[config.mk]
export PLATFORM = sky130hd
export DESIGN_NAME = trap_unit_flat
export DESIGN_NICKNAME = d
export VERILOG_FILES = /design/src/rtl/trap_if.sv /design/src/rtl/trap_unit.sv /design/src/flat_wrapper.sv
export SDC_FILE = /design/constraint.sdc
export NUM_CORES = 1
export LEC_CHECK = 0
export ABC_AREA = 0
export ABC_CLOCK_PERIOD_IN_PS = 3200
export BUFFER_PORTS_ARGS = -buffer_cell sky130_fd_sc_hd__buf_2
export CAP_MARGIN = 5
export CORE_MARGIN = 2
export CORE_UTILIZATION = 56
export CTS_CLUSTER_DIAMETER = 30
export CTS_CLUSTER_SIZE = 30
export DETAILED_ROUTE_END_ITERATION = 10
export PLACE_DENSITY = 0.82
export SLEW_MARGIN = 20
export SYNTH_ARGS = -nofsm -noshare
export SYNTH_HDL_FRONTEND = slang
export SYNTH_SLANG_ARGS = --single-unit
export TNS_END_PERCENT = 1
[constraint.sdc]
create_clock -name clk -period 3.2 [get_ports clk]
set_input_delay 0.48 -clock clk [delete_from_list [all_inputs] [get_ports clk]]
set_output_delay 0.48 -clock clk [all_outputs]
set_load 0.05 [all_outputs]
[src/rtl/trap_if.sv]
// trap_if: decoder-to-trap-unit bundle carrying instruction flags, CSR access and PC redirect
interface trap_if;
    logic        inst_valid;
    logic [31:0] pc;
    logic [31:0] inst;
    logic        ecall;
    logic        ebreak;
    logic        illegalinst;
    logic        mret;
    logic        csrwen;
    logic [11:0] csraddr;
    logic [31:0] csrwdata;
    logic        irq;
    logic [31:0] csrrdata;
    logic        stall;
    logic        redirect;
    logic [31:0] redirect_pc;
    logic        mie;
    modport master (
        output inst_valid, pc, inst, ecall, ebreak, illegalinst, mret, csrwen, csraddr, csrwdata, irq,
        input  csrrdata, stall, redirect, redirect_pc, mie
    );
    modport slave (
        input  inst_valid, pc, inst, ecall, ebreak, illegalinst, mret, csrwen, csraddr, csrwdata, irq,
        output csrrdata, stall, redirect, redirect_pc, mie
    );
endinterface

[src/rtl/trap_unit.sv]
// trap_unit: machine-mode CSRs, 2-cycle trap entry sequencing and MRET/trap PC redirect
module trap_unit #(
    parameter logic [31:0] MTVEC_RESET = 32'h0000_0100,
    parameter bit          IRQ_EN      = 1'b1
) (
    input logic   clk,
    input logic   rst_n,
    trap_if.slave bus
);
    typedef enum logic [1:0] {IDLE, ENTER, VECTOR} state_t;
    state_t      state, state_nx;
    logic        mstatus_mie, mpie, meie, act, irq_take, trap, do_mret, do_wr;
    logic [31:0] mtvec, mscratch, mepc, mcause, mtval, cause_nx, tval_nx, mstatus;
    always_comb begin
        act = state == IDLE && bus.inst_valid;
        irq_take = act && IRQ_EN && bus.irq && mstatus_mie && meie;
        trap = irq_take || (act && (bus.illegalinst || bus.ebreak || bus.ecall));
        do_mret = act && !trap && bus.mret;
        do_wr = act && !trap && bus.csrwen;
        cause_nx = irq_take ? 32'h8000_000B : bus.illegalinst ? 32'd2 : bus.ebreak ? 32'd3 : 32'd11;
        tval_nx = irq_take ? 32'd0 : bus.illegalinst ? bus.inst : bus.ebreak ? bus.pc : 32'd0;
        state_nx = state == IDLE ? (trap ? ENTER : IDLE) : state == ENTER ? VECTOR : IDLE;
        mstatus = {19'd0, 2'b11, 3'd0, mpie, 3'd0, mstatus_mie, 3'd0};
        bus.csrrdata = bus.csraddr == 12'h300 ? mstatus :
                       bus.csraddr == 12'h304 ? {20'd0, meie, 11'd0} :
                       bus.csraddr == 12'h305 ? mtvec :
                       bus.csraddr == 12'h340 ? mscratch :
                       bus.csraddr == 12'h341 ? mepc :
                       bus.csraddr == 12'h342 ? mcause :
                       bus.csraddr == 12'h343 ? mtval : 32'd0;
        // outputs are gated by reset so they drop the moment rst_n falls
        bus.stall = rst_n && (state == ENTER || trap);
        bus.redirect = rst_n && (state == VECTOR || do_mret);
        bus.redirect_pc = !bus.redirect ? 32'd0 : state == VECTOR ? mtvec : mepc;
        bus.mie = mstatus_mie;
    end
    always_ff @(posedge clk or negedge rst_n) begin
        if (!rst_n) begin
            state <= IDLE;
            mtvec <= {MTVEC_RESET[31:2], 2'b00};
            mstatus_mie <= 1'b0;
            mpie <= 1'b0;
            meie <= 1'b0;
            mscratch <= 32'd0;
            mepc <= 32'd0;
            mcause <= 32'd0;
            mtval <= 32'd0;
        end else begin
            state <= state_nx;
            if (do_wr)
                case (bus.csraddr)
                    12'h300: begin mstatus_mie <= bus.csrwdata[3]; mpie <= bus.csrwdata[7]; end
                    12'h304: meie <= bus.csrwdata[11];
                    12'h305: mtvec <= {bus.csrwdata[31:2], 2'b00};
                    12'h340: mscratch <= bus.csrwdata;
                    12'h341: mepc <= {bus.csrwdata[31:2], 2'b00};
                    12'h342: mcause <= bus.csrwdata;
                    12'h343: mtval <= bus.csrwdata;
                    default: ;
                endcase
            if (do_mret) begin
                mstatus_mie <= mpie;
                mpie <= 1'b1;
            end
            if (trap) begin
                mepc <= {bus.pc[31:2], 2'b00};
                mcause <= cause_nx;
                mtval <= tval_nx;
                mpie <= mstatus_mie;
                mstatus_mie <= 1'b0;
            end
        end
    end
endmodule

[src/flat_wrapper.sv]
// flat-port wrapper written by rule: the top's interface ports become plain ports
module trap_unit_flat 
#(
    parameter logic [31:0] MTVEC_RESET = 32'h0000_0100,
    parameter bit          IRQ_EN      = 1'b1
)
  (clk, rst_n, bus_inst_valid, bus_pc, bus_inst, bus_ecall, bus_ebreak, bus_illegalinst, bus_mret, bus_csrwen, bus_csraddr, bus_csrwdata, bus_irq, bus_csrrdata, bus_stall, bus_redirect, bus_redirect_pc, bus_mie);
  trap_if bus_i ();
  input logic clk;
  input logic rst_n;
  input wire logic [$bits(bus_i.inst_valid)-1:0] bus_inst_valid;
  input wire logic [$bits(bus_i.pc)-1:0] bus_pc;
  input wire logic [$bits(bus_i.inst)-1:0] bus_inst;
  input wire logic [$bits(bus_i.ecall)-1:0] bus_ecall;
  input wire logic [$bits(bus_i.ebreak)-1:0] bus_ebreak;
  input wire logic [$bits(bus_i.illegalinst)-1:0] bus_illegalinst;
  input wire logic [$bits(bus_i.mret)-1:0] bus_mret;
  input wire logic [$bits(bus_i.csrwen)-1:0] bus_csrwen;
  input wire logic [$bits(bus_i.csraddr)-1:0] bus_csraddr;
  input wire logic [$bits(bus_i.csrwdata)-1:0] bus_csrwdata;
  input wire logic [$bits(bus_i.irq)-1:0] bus_irq;
  output wire logic [$bits(bus_i.csrrdata)-1:0] bus_csrrdata;
  output wire logic [$bits(bus_i.stall)-1:0] bus_stall;
  output wire logic [$bits(bus_i.redirect)-1:0] bus_redirect;
  output wire logic [$bits(bus_i.redirect_pc)-1:0] bus_redirect_pc;
  output wire logic [$bits(bus_i.mie)-1:0] bus_mie;
  assign bus_i.inst_valid = bus_inst_valid;
  assign bus_i.pc = bus_pc;
  assign bus_i.inst = bus_inst;
  assign bus_i.ecall = bus_ecall;
  assign bus_i.ebreak = bus_ebreak;
  assign bus_i.illegalinst = bus_illegalinst;
  assign bus_i.mret = bus_mret;
  assign bus_i.csrwen = bus_csrwen;
  assign bus_i.csraddr = bus_csraddr;
  assign bus_i.csrwdata = bus_csrwdata;
  assign bus_i.irq = bus_irq;
  assign bus_csrrdata = bus_i.csrrdata;
  assign bus_stall = bus_i.stall;
  assign bus_redirect = bus_i.redirect;
  assign bus_redirect_pc = bus_i.redirect_pc;
  assign bus_mie = bus_i.mie;
  trap_unit #(.MTVEC_RESET(MTVEC_RESET), .IRQ_EN(IRQ_EN)) u_core (.clk(clk), .rst_n(rst_n), .bus(bus_i));
endmodule
==> After elaboration in Yosys (flattened, before gate mapping) <==
Index checks and enable logic that the tools add are counted.
{ "classes": {"n_eq_ne": 9, "n_mux": 35, "n_reduce_logical": 30} }
{ "op_table": {"columns": ["op", "n"], "rows": [
  ["32-bit 2-to-1 mux", 23],
  ["12-bit by 10-bit == test with 1-bit output, second input constant", 7],
  ["2-bit AND reduction", 7],
  ["1-bit logical AND", 10],
  ["1-bit 2-to-1 mux", 9],
  ["2-bit nonzero test", 4],
  ["3-bit nonzero test", 2],
  ["1-bit logical OR", 5],
  ["2-bit 2-to-1 mux", 2],
  ["4-bit 2-to-1 mux", 1],
  ["2-bit by 1-bit == test with 1-bit output, second input constant", 1],
  ["2-bit == test, second input constant", 1],
  ["2-bit zero test", 1],
  ["1-bit zero test", 1]
]} }
{ "totals": {"regBits": 163, "inputBits": 117, "wordCells": 83} }

==> Longest topological paths before layout <==
{ "depth": {"ltp_word": 12, "ltp_mapped": 8, "ltp_nobuf": 5} }

==> Least setup slack after synthesis <==
No wires, ideal clock.
{ "synth_timing": {"path_type": "input port to output port", "start": "input bus_csraddr[10]", "end": "output bus_csrrdata[13]", "arrival_time_ns": 2.614, "t_required_ns": 2.720, "setup_slack_ns": 0.106, "cell_stages": 6, "path_buffers": 2, "path_cell_list": "or4_1 buf_4 nor3_2 clkbuf_1 o221ai_1 o2bb2ai_1"} }
{ "synth_between": {"elab_chain_cells": 8} }
{ "synth_lines": {"columns": ["element", "line_no", "source"], "rows": [
  ["start: declaration", "flat_wrapper.sv:19", "input wire logic [$bits(bus_i.csraddr)-1:0] bus_csraddr;"],
  ["12-bit by 10-bit == test with 1-bit output", "trap_unit.sv:30", "bus.csraddr == 12'h343 ? mtval : 32'd0;"],
  ["32-bit 2-to-1 mux", "trap_unit.sv:30", null],
  ["32-bit 2-to-1 mux", "trap_unit.sv:29", "bus.csraddr == 12'h342 ? mcause :"],
  ["32-bit 2-to-1 mux", "trap_unit.sv:28", "bus.csraddr == 12'h341 ? mepc :"],
  ["32-bit 2-to-1 mux", "trap_unit.sv:27", "bus.csraddr == 12'h340 ? mscratch :"],
  ["32-bit 2-to-1 mux", "trap_unit.sv:26", "bus.csraddr == 12'h305 ? mtvec :"],
  ["32-bit 2-to-1 mux", "trap_unit.sv:25", "bus.csraddr == 12'h304 ? {20'd0, meie, 11'd0} :"],
  ["32-bit 2-to-1 mux *", "trap_unit.sv:24", "bus.csrrdata = bus.csraddr == 12'h300 ? mstatus :"],
  ["end: declaration", "flat_wrapper.sv:22", "output wire logic [$bits(bus_i.csrrdata)-1:0] bus_csrrdata;"]
]} }
Every way passes the cells marked *; elsewhere a longest branch is shown, timed or not.

==> Worst setup path in the final report <==
{ "layout_timing": {"start": "input bus_csraddr[10]", "end": "output bus_csrrdata[2]"} }
The elaborated chain is that of the path after synthesis.

==> metrics.csv <==
metric,value,unit
status,"complete, no violations",
cp_max_fo,14,
fin_crit_sh,0.940,
setup_violations,0,
drtIter0Drc,1117,
ctsRootBufferMaster,clkbuf_16,
synth_compound_area_frac,0.206,
fmax,333,MHz
wl_per_cell,23.8,µm
r2r_slack,0.93,ns
cts_sinks,161,
via_per_inst,6.86,
gp_congestion,0.885,
synthAdderAreaFrac,0,
die-area,17900,µm²
hold_path.class,in2reg,
worstSetupPathType,in2out,
row_count,47,
postRouteAntennaNets,0,
synthXorXnorAreaFrac,0,
wirelength,33000,µm
grt_max_degree,95,
synth_ff_type,dfrtp_1,
rsz0062_at_grt,false,
slowest_delay,0.55,ns
p_int,3.92,mW
whs_endpoint,u_core.mscratch[1],
reg2regPathDepth,5,
final_cell_mix,"180 x buf_2, 160 x dfrtp_1, 139 x nand2_1, 61 x a21oi_1, 61 x nand3_1",
r2r_end,u_core.mcause[1],
synth-edff-count,0,
grt_pass1_wl,50800,µm
layout_commonest_cell,buf_2,
critPathBufInv,4,
clkPwrFrac,0.387,
clk_latency,0.43,ns
die_w,134,µm
place_area,10700,µm²
cp.required,2.72,ns
vias,9492,
io_pins,184,
drc_errors,0,
globalRouteTotalUtil,0.367,
switching_share,0.294,
yosysSeqAreaShare,0.427,
htreeDepth,4,
leakage,5.15,nW
min_delay_path_depth,2,
power_frac_comb,0.183,
syn_area_per_cell,9.44,µm²
crit_path_start_kind,input pin,
dr.pass1.iters,5,
synth_seq_cells,161,
synth_top_family_by_area,compound AO/OA/AOI/OAI gates,
grt.overflow.total,0,
finalHoldViolations,0,
cts_tree,yes,
peakVddDrop,0.382,mV
dp_hpwl,20400,µm
layout-drive-gt1-share,0.302,
maxCapViolCount,0,
cpMaxStageDelayCell,or4_1,
synthArstFlopShare,1.00,
tns,0,ns
grt_pass1_vias,9321,
netlist_instances,1001,
antenna_found_initial,1,
crit_path_end_kind,output port,
hp-start,bus_csrwdata[1],
crit_family,simple AND/OR/NAND/NOR gates,
synth_mux_area_frac,0.132,
skew,0.00545,ns
cts_buffer_depth,2,
fin_crit,3.01,ns
start_util,0.572,
powerDensity,492,nW/µm²
crit_chain,buf_2 -> or4_1 -> buf_4 -> or4_1 -> buf_4 -> nor2_1 -> o21ai_1 -> buf_2,
final_area,11300,µm²
p_seq_frac,0.430,
ys_types,58,
post_cts_buffers,0,
cts-buffers-inserted,17,
io_buffer_count,181,
arrival,2.53,ns
yosys.area_share.simple,0.177,
maxSlewViolCount,0,
worst_pin_slew,0.872,ns
nets,1268,
max-slew-margin-rel,0.419,
syn2layout_area_growth,19.6,%
p_sw,1.64,mW
ys_warn_count,0,
core-area,16500,µm²
reg2reg_from,u_core.state[0],
path_clk_slew,0.06,ns
die_h,134,µm
syn_area,9450,µm²
logic make-up after synthesis:
logic type | count (synthesis)
simple gates | 345
compound gates | 285
other cells | 1
mux | 96
flops | 161
buf+inv | 113
through the flow:
stage / utilization / setup slack, ns / instances / hold WS, ns / total power [mW]
final: 0.684 / 0.193 / 1384 / 0.319 / 5.55
after global routing: 0.684 / 0.0659 / 1383 / 0.319 / 5.74
after CTS: 0.683 / 0.132 / 1383 / 0.296 / 5.53
after detailed placement: 0.646 / 0.223 / 1351 / 0.398 / 3.39
after global placement: 0.646 / 0.261 / 1351 / 0.388 / 3.36
after floorplan: - / 0.106 / 1002 / 0.184 / 3.01
sequential cells by signal, summed over array words and instances (netlist names):
name             cells
u_core.mcause       32
u_core.mscratch     32
u_core.mpie          1
u_core.mepc         30
u_core.mtvec        30
u_core.mtval        32
u_core.meie          1
u_core.state         2
u_core.bus.mie       1
per-layer routing:
metal,part of all wire,GRT usage,vias to the layer above
met2,0.45,0.562,748
met5,0,0,-
met4,0.041,0.181,0
met3,0.12,0.0896,127
li1,-,-,4022
met1,0.39,0.490,4595
how the worst max path moves through the flow:
stage / startpoint / to / slack, ns / depth (start not counted)
4_1_cts: rst_n / bus_redirect_pc[12] / 0.13 / 5
3_3_place_gp: bus_csraddr[10] / bus_csrrdata[8] / 0.26 / 8
5_1_grt: bus_csraddr[10] / bus_csrrdata[26] / 0.07 / 8
2_1_floorplan: bus_csraddr[10] / bus_csrrdata[13] / 0.11 / 6
6_report: bus_csraddr[10] / bus_csrrdata[2] / 0.19 / 8
3_5_place_dp: bus_csraddr[10] / bus_csrrdata[24] / 0.22 / 8
what timing repair did:
| item | CTS | global route |
|---|---|---|
| hold endpoints to repair | 29 | 0 |
| endpoints found under the setup margin | 0 | 1 |
| gates resized for setup | 0 | 1 |
| hold buffers | 1 | 0 |
Yosys cell counts, types with 6 or more instances:
master     instances  area, µm²
dfrtp_1          160       4000
nand2_1          139        522
clkbuf_1          65        244
nand3_1           62        310
a21oi_1           61        305
nor2_1            58        218
nand4_1           36        225
a22o_1            33        289
mux2_1            32        360
o211ai_1          31        233
a31oi_1           30        188
mux2_4            30        450
o31ai_1           30        225
buf_2             28        140
o21ai_0           28        140
o221ai_1          27        236
mux2_2            26        293
o21ai_1           14       70.1
o2bb2ai_1         12        105
nor3_1            10       50.1
nor2b_1            6       37.5
worst register-to-register path, cell delays in order, from the launching register on:
cell	delay, ns
dfrtp_1	0.42
or3b_2	0.57
nor4_4	0.32
buf_4	0.36
nand2_1	0.17
a211o_1	0.31
power by group through the flow:
stage	registers, mW	clock network (mW)	logic (mW)
2_1_floorplan	2.37	0	0.634
3_5_place_dp	2.41	0	0.981
6_report	2.39	2.15	1.01
3_3_place_gp	2.41	0	0.958
4_1_cts	2.38	2.16	0.994
5_1_grt	2.41	2.24	1.10
area by class of cell:
type | count | area [µm²]
Fill cell | 1267 | 5230
Tap cell | 220 | 275
Antenna cell | 1 | 2.50
Clock buffer | 19 | 443
Multi-Input combinational cell | 728 | 4950
Timing Repair Buffer | 238 | 1420
Inverter | 5 | 18.8
Sequential cell | 161 | 4030
Clock inverter | 12 | 164
Note: power is estimated with default switching activity, not from simulation.
